`src/rtl/multiport_register_file.sv`:
```
// Parametrised register file with two write ports, optional write-to-read bypass,
// and a per-register busy scoreboard that the hazard unit uses to stall.
module multiport_register_file #(
  parameter int unsigned DATA_W   = 32,
  parameter int unsigned DEPTH    = 32,
  parameter int unsigned NUM_RD   = 2,
  parameter bit          ZERO_REG = 1'b1,
  parameter bit          BYPASS   = 1'b1,
  localparam int unsigned ADDR_W  = $clog2(DEPTH),
  localparam int unsigned CNT_W   = ADDR_W + 1
) (
  input  logic                       clk,
  input  logic                       reset,
  input  logic [NUM_RD*ADDR_W-1:0]   rd_addr,
  output logic [NUM_RD*DATA_W-1:0]   rd_data,
  output logic [NUM_RD-1:0]          rd_busy,
  input  logic                       wr0_en,
  input  logic [ADDR_W-1:0]          wr0_addr,
  input  logic [DATA_W-1:0]          wr0_data,
  input  logic                       wr1_en,
  input  logic [ADDR_W-1:0]          wr1_addr,
  input  logic [DATA_W-1:0]          wr1_data,
  input  logic                       rsv_en,
  input  logic [ADDR_W-1:0]          rsv_addr,
  output logic [CNT_W-1:0]           busy_cnt
);

  logic [DATA_W-1:0] regs_q [DEPTH];
  logic [DATA_W-1:0] regs_d [DEPTH];
  logic [DEPTH-1:0]  busy_q, busy_d;
  logic [CNT_W-1:0]  busy_cnt_q, busy_cnt_d;

  function automatic logic is_zero(input logic [ADDR_W-1:0] a);
    return ZERO_REG && (a == '0);
  endfunction

  // Port 1 is applied after port 0 so it wins on a shared address; reserve is last so a
  // new producer keeps the register busy even while an older result is written.
  always_comb begin
    regs_d     = regs_q;
    busy_d     = busy_q;
    busy_cnt_d = '0;
    if (wr0_en && !is_zero(wr0_addr)) begin
      regs_d[wr0_addr] = wr0_data;
      busy_d[wr0_addr] = 1'b0;
    end
    if (wr1_en && !is_zero(wr1_addr)) begin
      regs_d[wr1_addr] = wr1_data;
      busy_d[wr1_addr] = 1'b0;
    end
    if (rsv_en && !is_zero(rsv_addr)) begin
      busy_d[rsv_addr] = 1'b1;
    end
    for (int unsigned i = 0; i < DEPTH; i++) begin
      busy_cnt_d = busy_cnt_d + CNT_W'(busy_d[i]);
    end
  end

  always_ff @(posedge clk or negedge reset) begin
    if (!reset) begin
      for (int unsigned i = 0; i < DEPTH; i++) begin
        regs_q[i] <= '0;
      end
      busy_q     <= '0;
      busy_cnt_q <= '0;
    end else begin
      regs_q     <= regs_d;
      busy_q     <= busy_d;
      busy_cnt_q <= busy_cnt_d;
    end
  end

  logic [ADDR_W-1:0] ra;
  logic [DATA_W-1:0] rdat;
  logic              rbsy;

  always_comb begin
    rd_data = '0;
    rd_busy = '0;
    ra      = '0;
    rdat    = '0;
    rbsy    = 1'b0;
    for (int unsigned k = 0; k < NUM_RD; k++) begin
      ra   = rd_addr[k*ADDR_W +: ADDR_W];
      rdat = regs_q[ra];
      rbsy = busy_q[ra];
      if (BYPASS) begin
        if (wr0_en && (wr0_addr == ra)) begin
          rdat = wr0_data;
          rbsy = 1'b0;
        end
        if (wr1_en && (wr1_addr == ra)) begin
          rdat = wr1_data;
          rbsy = 1'b0;
        end
      end
      // Gating on reset keeps a bypassed write from leaking out while reset is held.
      if (is_zero(ra) || !reset) begin
        rdat = '0;
        rbsy = 1'b0;
      end
      rd_data[k*DATA_W +: DATA_W] = rdat;
      rd_busy[k]                  = rbsy;
    end
  end

  assign busy_cnt = busy_cnt_q;

endmodule
```
`config.mk`:
```
export PLATFORM = sky130hd
export DESIGN_NAME = multiport_register_file
export DESIGN_NICKNAME = d
export VERILOG_FILES = /design/src/rtl/multiport_register_file.sv
export SDC_FILE = /design/constraint.sdc
export NUM_CORES = 2
export LEC_CHECK = 0
export ABC_AREA = 0
export CAP_MARGIN = 25
export CORE_AREA = 3 3 415 417
export DETAILED_ROUTE_END_ITERATION = 8
export DIE_AREA = 0 0 418 420
export DONT_BUFFER_PORTS = 1
export PLACE_DENSITY = 0.55
export SLEW_MARGIN = 20
export SYNTH_ARGS = -nofsm -noshare
export SYNTH_HDL_FRONTEND = slang
export SYNTH_SLANG_ARGS = --single-unit
```
`constraint.sdc`:
```
create_clock -name clk -period 11.6 [get_ports clk]
set_input_delay 1.74 -clock clk [delete_from_list [all_inputs] [get_ports clk]]
set_output_delay 1.74 -clock clk [all_outputs]
set_load 0.05 [all_outputs]
```
Word level (Yosys, flattened, before mapping)
Cells that the tools add are included.
- output and inout bits: 72
- register bits: 1062
- bits of input ports: 94
- word-level logic and storage cells: 154
- equal/unequal tests: 4
- bitwise gates (word level): 9
- reduce and logical (&&, ||, !) cells: 23
- magnitude comparators: 14
- $add $sub $neg: 31
- muxes and demuxes: 39
- operators with widths (cell ; number):
    $bwmux W1024 ; 2
    $mux W1024 ; 2
    $mux W32 ; 15
    $bmux W32 S5 ; 2
    $demux W32 S5 ; 2
    $add A6 B1 Y6 ; 26
    $and A32 B32 Y32 ; 2
    $not A32 Y32 ; 2
    $or A32 B32 Y32 ; 1
    $lt A5 B6 Y1 const B ; 5
    $logic_not A5 Y1 ; 5
    $ge A6 B6 Y1 const B ; 4
    $not A5 Y6 ; 4
    $eq A5 B5 Y1 ; 4
    $demux W1 S5 ; 3
    $ge A5 B1 Y1 const B ; 3
    $logic_and A1 B1 Y1 ; 12
    $lt A6 B1 Y1 const B ; 2
    $mux W1 ; 11
    $bmux W1 S5 ; 2
    $add A5 B1 Y6 ; 1
    $add A4 B1 Y5 ; 1
    $add A3 B1 Y4 ; 1
    $logic_not A1 Y1 ; 4
    3 further kinds ; 4

Longest topological paths before layout
- depth in word-level cells: 42
- gate-level depth with buffers: 22
- depth with buffers taken out: 20

Worst setup path before layout
No wires, ideal clock.
- kind: input-to-reg
- from: input port wr0_addr[1]
- to: register busy_cnt_q[4] (netlist: busy_cnt[4])
- slack: 4324 ps
- library setup time: 80 ps
- buffers on the path: 3
- stages: 20
- arrival: 7196 ps
- required time: 11520 ps
- cell sequence: buf_2 > nand2b_1 > clkbuf_1 > nor2_1 > nand3_1 > buf_2 > a32o_1 > fa_1 > fa_1 > fa_1 > fa_1 > inv_1 > fa_1 > fa_1 > inv_1 > ha_1 > fa_1 > a21o_1 > a21oi_1 > xnor2_1
- elaborated cells on any way between the ends: 46
- those cells by class: add/sub: 31; order compare: 2; mux: 5; bitwise: 4; reduce/logical: 4
- RTL lines (what ; RTL line ; source):
    start: declaration ; 18 ; input logic [ADDR_W-1:0] wr0_addr,
    $lt A5 B6 Y1 (implied by the code) or $ge A5 B1 Y1 (tied branches) ; 45 ; busy_d[wr0_addr] = 1'b0;
    $logic_and A1 B1 Y1 (implied by the code) ; 45 ;
    $mux W1 (implied by the code) ; 45 ;
    $demux W1 S5 ; 45 ;
    $not A32 Y32 (no line) ; - ;
    $and A32 B32 Y32 (no line) ; - ;
    $mux W32 * ; 43 ; if (wr0_en && !is_zero(wr0_addr)) begin
    $and A32 B32 Y32 (no line) ; - ;
    $mux W32 * ; 47 ; if (wr1_en && !is_zero(wr1_addr)) begin
    $or A32 B32 Y32 (no line) ; - ;
    $mux W32 * ; 51 ; if (rsv_en && !is_zero(rsv_addr)) begin
    net busy_d[9] ; 30 ; logic [DEPTH-1:0] busy_q, busy_d;
    $add A6 B1 Y6 * (23 in series) ; 55 ; busy_cnt_d = busy_cnt_d + CNT_W'(busy_d[i]);
    net busy_cnt_d[4] ; 31 ; logic [CNT_W-1:0] busy_cnt_q, busy_cnt_d;
    end signal: assignment ; 69 ; busy_cnt_q <= busy_cnt_d;
    end: declaration ; 31 ;
The timed path passes the listed nets; every way through them passes the cells marked *.

Final worst setup path
- from: input port reset
- to: output port rd_data[14]
- longest elaborated chain between the ends: 3
- ends and longest elaborated chain (what ; RTL line ; source):
    start: declaration ; 13 ; input logic reset,
    $logic_not A1 Y1 ; 98 ; if (is_zero(ra) || !reset) begin
    $logic_or A1 B1 Y1 ; 98 ;
    $mux W32 ; 98 ;
    end: declaration ; 15 ; output logic [NUM_RD*DATA_W-1:0] rd_data,
Every way passes these cells.

==> results_tabular.tex <==
\begin{tabular}{lr}
\hline
Metric & Value \\
\hline
\multicolumn{2}{l}{\textbf{Timing}} \\
\quad Total of endpoints with negative setup slack in the final report & 0 \\
\quad Minimum hold slack & 0.394 ns \\
\quad Fmax & 0.117 GHz \\
\quad Slew at the pin closest to its max-slew limit & 1.34 ns \\
\quad Number of max-slew violations in the final report & 0 \\
\quad Slew margin rel. & 11.0\% \\
\quad Hold Vio Cnt, Final & 0 \\
\quad Setup TNS & 0 ns \\
\quad Minimum clock period & 8.52 ns \\
\quad Crit share post-route & 73.5\% \\
\quad Setup repair after global routing missed its margin & no \\
\quad Final setup slack of the worst path & 3.08 ns \\
\quad Final worst clock skew & 0.0136 ns \\
\multicolumn{2}{l}{\textbf{Yosys}} \\
\quad Synth Register Bits & 1062 \\
\quad Post-synth cell types & 77 \\
\quad Share of synthesized area occupied by flip-flops and latches & between 30 and 40\% \\
\quad Most instantiated flip-flop cell in the synthesis netlist & sky130\_fd\_sc\_hd\_\_dfrtp\_1 \\
\quad Post-synthesis area per instance & 10.3 um\^{}2 \\
\quad Syn Nets & 6834 \\
\quad Synth Cell Area & 0.0690 mm\^{}2 \\
\quad FFs w/ async S/R, synth & 100\% \\
\quad Synthesis Warnings & 0 \\
\quad Gate Count Post-Synth & 6709 \\
\quad Number of enable flip-flop cells after synthesis & 0 \\
\multicolumn{2}{l}{\textbf{Clock tree}} \\
\quad Clock latency at the later pin of the worst-skew pair & about 0.76 ns \\
\quad Number of hold-repair buffers added at the cts stage & 0 \\
\quad Clock Tree Root & sky130\_fd\_sc\_hd\_\_clkbuf\_16 \\
\quad Post-CTS Repair Setup Buffers & 0 \\
\quad TritonCTS clock tree & yes \\
\quad Resize count post-CTS & 0 \\
\quad Number of buffers on the longest clock path & 3 \\
\quad Clock-pin slew on the worst setup and hold paths & 0.06 ns \\
\quad TritonCTS Sinks & 1062 \\
\quad TritonCTS Buffers & 119 \\
\quad H-Tree Level Count & 3 \\
\multicolumn{2}{l}{\textbf{Global routing}} \\
\quad Number of global-route vias before repair & roughly 53000 \\
\quad Initial antenna violation count & 7 \\
\quad Pin count of the biggest net entering global routing & 392 \\
\quad GR Util All Layers & 32.7\% \\
\quad Wire length of the first global-routing pass & 414 mm \\
\quad Gr ovfl total & 0 \\
\multicolumn{2}{l}{\textbf{Critical path}} \\
\quad Signal arrival time at the worst endpoint & 6.78 ns \\
\quad Type of the worst setup path & primary input to output pin \\
\quad Endpoint of the worst-slack reg-to-reg timing path & busy\_cnt[4]\$\_DFF\_PN0\_ \\
\quad Highest fanout seen on the critical path & 123 \\
\quad Critical path startpoint & reset \\
\quad Startpoint Class & primary input \\
\quad Worst R2R Start & busy\_q[25]\$\_DFF\_PN0\_ \\
\quad Worst reg-to-reg path cell count & 17 \\
\quad Worst setup slack for register-to-register paths & 6.34 ns \\
\quad Required time of the critical path & 9.86 ns \\
\quad Capturing element type of the critical path & output pin \\
\quad Last element of the critical path & rd\_data[14] \\
\multicolumn{2}{l}{\textbf{Cells and area}} \\
\quad Fraction of the core area covered by cells at the end of the flow & a little over two fifths \\
\quad Top library cells by usage in the layout, fill and taps aside & 1211 x sky130\_fd\_sc\_hd\_\_mux2i\_1, 1062 x sky130\_fd\_sc\_hd\_\_dfrtp\_1, 866 x sky130\_fd\_sc\_hd\_\_a21oi\_1 \\
\quad Number of nets in the final layout & roughly 6200 \\
\quad Relative area change from synthesis to final layout & 5.86\% \\
\quad Most common cell after layout, fill and taps aside & sky130\_fd\_sc\_hd\_\_mux2i\_1 \\
\quad Share of cells above drive strength 1 & 12.6\% \\
\multicolumn{2}{l}{\textbf{Floorplan}} \\
\quad Core box area & 0.169 mm\^{}2 \\
\quad Boundary pin count & 166 \\
\quad Row count & $\sim$150 \\
\quad Die area & 0.176 mm\^{}2 \\
\quad Die span in y & 420 um \\
\quad Horizontal die dimension & approximately 420 um \\
\quad Starting density of the core & 40.8\% \\
\multicolumn{2}{l}{\textbf{Placed design}} \\
\quad Minimum setup slack after placement & 3.15 ns \\
\quad HPWL after DPL & between 150 and 200 mm \\
\quad IO buf count & 0 \\
\quad Gp weighted congestion & 0.932 \\
\multicolumn{2}{l}{\textbf{Detailed routing}} \\
\quad Number of vias per cell & between 6 and 7 \\
\quad Remaining antenna violation count after routing & 0 \\
\quad Count of unresolved DRC violations after routing & 0 \\
\quad Drt pass-1 iters & 9 \\
\quad Average routed wire per standard cell & 35.0 um \\
\quad First-iteration detailed-routing DRC count & approximately 7500 \\
\quad Vias & 55500 \\
\quad Routed Wire Length & 294 mm \\
\multicolumn{2}{l}{\textbf{Power}} \\
\quad Worst supply voltage drop on vdd & around 0.34 mV \\
\quad Internal power component & 0.00899 W \\
\quad Net switching fraction of the power & between 30\% and 40\% \\
\quad Proportion of power drawn by flip-flops and latches & 41.0\% \\
\quad Power share of the combinational group & 29.2\% \\
\quad Net switching component of the power & roughly 0.0045 W \\
\quad Power per standard cell area & roughly 180 mW/mm\^{}2 \\
\quad Part of the power in the clock network & 29.9\% \\
\quad Leak Pwr & 32.0 nW \\
\multicolumn{2}{l}{\textbf{Outcome}} \\
\quad Result of the run & finished, final reports clean \\
\multicolumn{2}{l}{\textbf{Run}} \\
\quad Number of violations of the max-capacitance limit & 0 \\
\multicolumn{2}{l}{\textbf{Min path}} \\
\quad Hold Crit Start & regs\_q[1002]\$\_DFF\_PN0\_ \\
\quad Class of the most critical hold timing path & flip-flop to flip-flop \\
\hline
\end{tabular}
[cell type report]
| cell class | instances | area, um^2 |
|---|---|---|
| fill | 15700 | 96100 |
| antenna | 6 | 15.0 |
| multi-input combinational | 4729 | 38400 |
| clock inverter | 33 | 508 |
| inverter | 52 | 195 |
| sequential | 1062 | 26600 |
| tap | 2218 | 2780 |
| clock buffer | 177 | 3500 |
| timing repair buffer | 102 | 1080 |
[synthesized netlist by cell type, types with 60 or more instances]
cell	n	area, um^2
sky130_fd_sc_hd__mux4_2	296	6670
sky130_fd_sc_hd__nand2_1	423	1590
sky130_fd_sc_hd__clkbuf_1	527	1980
sky130_fd_sc_hd__buf_2	136	681
sky130_fd_sc_hd__o221ai_1	155	1360
sky130_fd_sc_hd__buf_1	61	229
sky130_fd_sc_hd__nor2_1	722	2710
sky130_fd_sc_hd__a32oi_1	89	780
sky130_fd_sc_hd__mux2i_1	1211	12100
sky130_fd_sc_hd__dfrtp_1	1062	26600
sky130_fd_sc_hd__mux4_1	66	1730
sky130_fd_sc_hd__o21ai_0	397	1990
sky130_fd_sc_hd__mux2_2	99	1110
sky130_fd_sc_hd__a21oi_1	866	4330
sky130_fd_sc_hd__a221o_1	60	601
[per-layer routing]
layer	up-vias	routed length [um]	global-route usage (%)
met5	-	14	0
met4	2	20200	19.1
met3	851	27700	7.48
met2	3301	131000	50.3
met1	28000	114000	42.3
li1	23400	-	-
[per-stage QoR]
| stage | cells | total power [W] | instance area [um^2] |
|---|---|---|---|
| global route | 8379 | 0.0141 | 73000 |
| CTS | 8368 | 0.0134 | 72900 |
| global placement | 8149 | 0.00929 | 68700 |
| floorplan | 6709 | 0.00845 | 69000 |
| detailed placement | 8158 | 0.00936 | 68900 |
| finish | 8379 | 0.0134 | 73000 |
[critical path, cell delays in order]
cell and delay (ns):
sky130_fd_sc_hd__buf_16 0.24, sky130_fd_sc_hd__buf_16 0.36, sky130_fd_sc_hd__buf_16 0.50, sky130_fd_sc_hd__buf_16 0.56
sky130_fd_sc_hd__o21ai_1 0.26, sky130_fd_sc_hd__a21o_1 0.28, sky130_fd_sc_hd__nand2b_2 0.61, sky130_fd_sc_hd__buf_4 0.46
sky130_fd_sc_hd__a2111oi_0 0.90, sky130_fd_sc_hd__a221o_1 0.56
[worst min path at each step]
stage | to | slack [ns] | depth (start not counted)
floorplan | regs_q[1000]$_DFF_PN0_ | 0.44 | 1
global placement | regs_q[992]$_DFF_PN0_ | 0.37 | 0
detailed placement | regs_q[992]$_DFF_PN0_ | 0.38 | 0
CTS | regs_q[992]$_DFF_PN0_ | 0.39 | 0
global route | regs_q[992]$_DFF_PN0_ | 0.40 | 0
finish | regs_q[1002]$_DFF_PN0_ | 0.39 | 0
[power groups by stage]
stage                     sequential (W)  clock, W  combinational [W]
after floorplan                  0.00526         0            0.00319
after global placement           0.00548         0            0.00381
after detailed placement         0.00552         0            0.00384
after CTS                        0.00547   0.00405            0.00384
after global routing             0.00562   0.00419            0.00433
final                            0.00551   0.00401            0.00392
[cell families after synthesis]
group           share of synthesized area [%]
compound gates                           15.0
xor+xnor                                0.292
fa+ha+maj                               0.823
buf+inv                                  6.64
flops                                    38.5
mux                                      31.4
simple gates                             7.39
[flip-flops by register name, indices dropped and copies added (netlist names)]
name and flops:
busy_cnt 6, busy_q 32, regs_q 1024
Power figures use the tool's default switching activity.
